`src/rtl/sc_load_arbiter.sv`:
```
// Round-robin arbiter between host and sweep for the SC load engine: latch DACs, strobe, await done + settle, ack.
// Grant 1 cycle after request; strobe in cycle 2; ack SETTLE_CYCLES+1 after done edge (or TIMEOUT_CYCLES+1 into WAIT_DONE).
module sc_load_arbiter #(
  parameter logic [15:0] SETTLE_CYCLES  = 16'd40_000,
  parameter logic [19:0] TIMEOUT_CYCLES = 20'd1_000_000
) (
  input  logic       Clk,
  input  logic       reset_n,
  input  logic       HostLoadReq,
  input  logic [9:0] HostDAC0,
  input  logic [9:0] HostDAC1,
  input  logic [9:0] HostDAC2,
  output logic       HostLoadAck,
  input  logic       SweepLoadReq,
  input  logic [9:0] SweepDAC0,
  input  logic [9:0] SweepDAC1,
  input  logic [9:0] SweepDAC2,
  output logic       SweepLoadAck,
  output logic [9:0] OutDAC0,
  output logic [9:0] OutDAC1,
  output logic [9:0] OutDAC2,
  output logic       LoadSCParameter,
  input  logic       MicrorocConfigDone,
  output logic       Busy,
  output logic       GrantId,
  output logic       LoadTimeout
);

  localparam logic [2:0] S_IDLE   = 3'd0;
  localparam logic [2:0] S_GRANT  = 3'd1;
  localparam logic [2:0] S_LOAD   = 3'd2;
  localparam logic [2:0] S_WAIT   = 3'd3;
  localparam logic [2:0] S_SETTLE = 3'd4;
  localparam logic [2:0] S_ACK    = 3'd5;

  logic [2:0]  state;
  logic [2:0]  next_state;
  logic        last_grant;
  logic        done_prev;
  logic        done_evt;
  logic        timeout_hit;
  logic        winner;
  logic [15:0] settle_cnt;
  logic [19:0] timeout_cnt;

  function automatic logic [9:0] bit_rev(input logic [9:0] v);
    logic [9:0] r;
    for (int i = 0; i < 10; i++) r[i] = v[9-i];
    return r;
  endfunction

  // Only a fresh 0->1 transition counts; a level already high is ignored.
  assign done_evt    = MicrorocConfigDone & ~done_prev;
  assign timeout_hit = (state == S_WAIT) && !done_evt && (timeout_cnt == TIMEOUT_CYCLES);

  always_comb begin
    winner = SweepLoadReq;
    if (HostLoadReq && SweepLoadReq) winner = ~last_grant;
  end

  always_comb begin
    next_state = state;
    case (state)
      S_IDLE:   if (HostLoadReq || SweepLoadReq) next_state = S_GRANT;
      S_GRANT:  next_state = S_LOAD;
      S_LOAD, S_WAIT: begin
        if (done_evt)
          next_state = (SETTLE_CYCLES == 16'd0) ? S_ACK : S_SETTLE;
        else if (timeout_hit)
          next_state = S_ACK;
        else
          next_state = S_WAIT;
      end
      S_SETTLE: if (settle_cnt == SETTLE_CYCLES - 16'd1) next_state = S_ACK;
      S_ACK:    next_state = S_IDLE;
      default:  next_state = S_IDLE;
    endcase
  end

  always_ff @(posedge Clk or negedge reset_n) begin
    if (!reset_n) begin
      state           <= S_IDLE;
      last_grant      <= 1'b1;
      done_prev       <= 1'b0;
      settle_cnt      <= 16'd0;
      timeout_cnt     <= 20'd0;
      OutDAC0         <= 10'd0;
      OutDAC1         <= 10'd0;
      OutDAC2         <= 10'd0;
      LoadSCParameter <= 1'b0;
      HostLoadAck     <= 1'b0;
      SweepLoadAck    <= 1'b0;
      Busy            <= 1'b0;
      GrantId         <= 1'b0;
      LoadTimeout     <= 1'b0;
    end else begin
      state           <= next_state;
      done_prev       <= MicrorocConfigDone;
      settle_cnt      <= (state == S_SETTLE) ? settle_cnt + 16'd1 : 16'd0;
      timeout_cnt     <= (state == S_WAIT) ? timeout_cnt + 20'd1 : 20'd0;
      LoadSCParameter <= (next_state == S_LOAD);
      Busy            <= (next_state != S_IDLE);
      HostLoadAck     <= (next_state == S_ACK) && !GrantId;
      SweepLoadAck    <= (next_state == S_ACK) && GrantId;
      LoadTimeout     <= timeout_hit;
      if (state == S_IDLE && next_state == S_GRANT) begin
        GrantId <= winner;
        OutDAC0 <= bit_rev(winner ? SweepDAC0 : HostDAC0);
        OutDAC1 <= bit_rev(winner ? SweepDAC1 : HostDAC1);
        OutDAC2 <= bit_rev(winner ? SweepDAC2 : HostDAC2);
      end
      if (state == S_ACK) last_grant <= GrantId;
    end
  end

endmodule

```
`config.mk`:
```
export PLATFORM = sky130hd
export DESIGN_NAME = sc_load_arbiter
export DESIGN_NICKNAME = d
export VERILOG_FILES = /design/src/rtl/sc_load_arbiter.sv
export SDC_FILE = /design/constraint.sdc
export NUM_CORES = 1
export LEC_CHECK = 0
export BUFFER_PORTS_ARGS = -buffer_cell sky130_fd_sc_hd__buf_2
export CORE_UTILIZATION = 35
export DETAILED_ROUTE_END_ITERATION = 7
export GPL_TIMING_DRIVEN = 0
export PLACE_DENSITY_LB_ADDON = 0.08
export REMOVE_ABC_BUFFERS = 1
export SLEW_MARGIN = 25
export SYNTH_ARGS = -nofsm -noshare
export SYNTH_HDL_FRONTEND = slang
export SYNTH_SLANG_ARGS = --single-unit
```
`constraint.sdc`:
```
create_clock -name Clk -period 2.45 [get_ports Clk]
set_input_delay 0.1225 -clock Clk [delete_from_list [all_inputs] [get_ports Clk]]
set_output_delay 0.1225 -clock Clk [all_outputs]
set_load 0.1 [all_outputs]
```
==> results.yml <==
die:
  design.core.area_um2: 9950
  rows: 36
  die_x_um: 104
  start_util: 0.368
  fp.dieArea_um2: 10900
  die_y_um: 104
  io_pins: 101
timing:
  fin_ws_ns: 0.389
  hold_slack_ns: 0.0651
  setup-violations-final: 0
  fin_crit_ns: 2.06
  tns_ns: 0
  final.setup_skew_ns: 0.0129
  finalHoldViolCount: 0
  tightest_slew_ns: 0.940
  drv_slew: 0
  slew_headroom: 0.372
  rsz0062_at_grt: "no"
  fmax_mhz: 485
  finalCritPeriodShare: 0.841
yosys:
  synth_most_common_cell: "dfrtp_1"
  synth_seq_cells: 77
  synthTopCellsByCount: "dfrtp_1, nor2_1, a21oi_1"
  synth_flop_cell: "dfrtp_1"
  yosysSeqAreaShare: 0.526
  synth_top_cell_by_area: "dfrtp_1"
  synth_area_leaders: "dfrtp_1, mux2i_1, nor2_1"
  synth_area_um2: 3660
  yosys_warnings: 0
  postSynthCellCount: 350
  synth_top_cell_area_share: 0.519
  synth.distinct_cells: 46
  synthArstFlopShare: 1.00
  synth_area_per_cell_um2: 10.5
  synth-edff-count: 0
route:
  drc_errors: 0
  drtAntennaViolNets: 0
  drt-initial-drc-count: 106
  dr.pass1.iters: 4
  via_count: 2838
  drt-wirelength-per-cell_um: 13.1
  wl_um: 7690
  vias_per_cell: 4.83
power:
  p_sw_frac: 0.545
  worst_ir_drop_vdd_v: 0.000689
  p_sw_mw: 3.27
  p_comb_frac: 0.541
  seq_power_share: 0.294
  powerDensity_nw_per_um2: 1300
  leakagePower_nw: 2.11
  pwr-share-clk: 0.165
  internal_power_mw: 2.73
critical_path:
  end_kind: "flop"
  cp-start-kind: "flop"
  path_max_fanout: 20
  critPathKind: "flop to flop"
  cp.required_ns: 2.69
  crit_start: "state[2]"
  timing.rr.start: "state[2]"
  worst_ep_arrival_time_ns: 2.31
placed_design:
  dp_hpwl_um: 5550
  place_congestion: 0.710
  port_buffers: 100
  pre_cts_ws_ns: 0.368
  dp.cells: 570
global_route:
  overflow: 0
  grt_pass1_vias: 2698
  grt_usage: 0.150
  grt_max_degree: 49
  grt_pass1_wl_um: 13000
  antenna_found_initial: 0
final_layout:
  drive_gt1_frac: 0.301
  area_growth_pct: 25.9
  layout.nets: 518
  instances_no_fill: 588
  final_util: 0.463
  diodes: 0
min_path:
  min_from: "HostDAC0[4]"
  hold_path.class: "input pin to flop"
cts:
  postCtsSetupRepairBufs: 0
  cts.sinks: 77
  clk_path_buf_depth: 2
  cts_buffers: 9
  cts-htree-levels: 3
  clock_latency_ns: 0.35
  cts_tree: "yes"
  cts_root_buf: "clkbuf_8"
  clk_pin_slew_ns: 0.08
outcome:
  outcome: "completed"
job:
  drv_cap: 0
[sequential cells by signal, summed over array words and instances (netlist names)]
signal and flops:
OutDAC1 10, last_grant 1, SweepLoadAck 1, timeout_cnt 20, OutDAC0 10, state 3
LoadTimeout 1, Busy 1, done_prev 1, settle_cnt 16, HostLoadAck 1, LoadSCParameter 1
GrantId 1, OutDAC2 10
[cell families after synthesis]
family          share of synthesized area
compound gates                     0.0789
xor+xnor                           0.0574
fa+ha+maj                          0.0102
buf+inv                            0.0304
flops                               0.526
mux                                0.0881
simple gates                        0.209
[placed cells by master, fill, tap and decap left out, drive strengths merged, types with 3 or more instances in the layout]
| cell type | n |
|---|---|
| nor2 | 62 |
| clkbuf | 11 |
| and3 | 5 |
| nor4 | 3 |
| dfrtp | 76 |
| xor2 | 20 |
| and2 | 4 |
| mux2i | 30 |
| inv | 7 |
| xnor2 | 4 |
| and4 | 7 |
| or4b | 4 |
| nand4 | 10 |
| or3 | 6 |
| nand3 | 12 |
| buf | 105 |
| nand2 | 10 |
| ha | 3 |
| a21oi | 38 |
| or4 | 3 |
| o21ai | 7 |
[worst max-delay path, stage by stage, from the launching register on]
cell and delay, ns:
dfrtp_1 0.44, nand3b_1 0.74, nor4_4 0.48, nand2_1 0.11, a21o_1 0.19
[layer usage]
| layer | vias to the layer above | track usage | part of all wire |
|---|---|---|---|
| li1 | 1417 | - | - |
| met1 | 1327 | 0.199 | 0.48 |
| met2 | 84 | 0.232 | 0.44 |
| met3 | 10 | 0.0388 | 0.065 |
| met4 | 0 | 0.0612 | 0.015 |
| met5 | - | 0 | 0 |
[cell type report]
class	count	area (um^2)
fillers	954	5340
flip-flops and latches	77	1930
multi-input cells	248	1640
repair buffers	107	641
well taps	133	166
clock buffers	11	151
clock inverters	5	58.8
inverters	7	26.3
[path summary, 6_finish.rpt]
kind,endpoint,slack [ns],cells past startpoint
max in group asynchronous,settle_cnt[11],1.52,3
hold / removal,OutDAC0[5],0.07,3
setup / recovery,state[1],0.39,4
hold reg to reg,settle_cnt[0],0.46,1
setup reg to reg,state[1],0.39,4
min in group asynchronous,OutDAC0[9],0.33,2
[what timing repair did]
action                                 CTS  global route
gates resized for setup                  0             0
hold buffers                             2             0
endpoints found under the hold margin   47             0
[through the flow]
| stage | instance area [um^2] | total power [mW] |
|---|---|---|
| 6_report | 4610 | 6.01 |
| 5_1_grt | 4610 | 6.31 |
| 3_5_place_dp | 4380 | 5.08 |
| 4_1_cts | 4610 | 6.08 |
| 2_1_floorplan | 3580 | 4.37 |
| 3_3_place_gp | 4250 | 4.94 |
[power by group through the flow]
stage	Combinational, mW	Clock (mW)	Sequential (mW)
6_report	3.25	0.990	1.77
2_1_floorplan	0.661	0	3.71
3_3_place_gp	3.15	0	1.78
4_1_cts	3.28	1.03	1.77
5_1_grt	3.42	1.08	1.81
3_5_place_dp	3.28	0	1.80
Power figures use the tool's default switching activity.
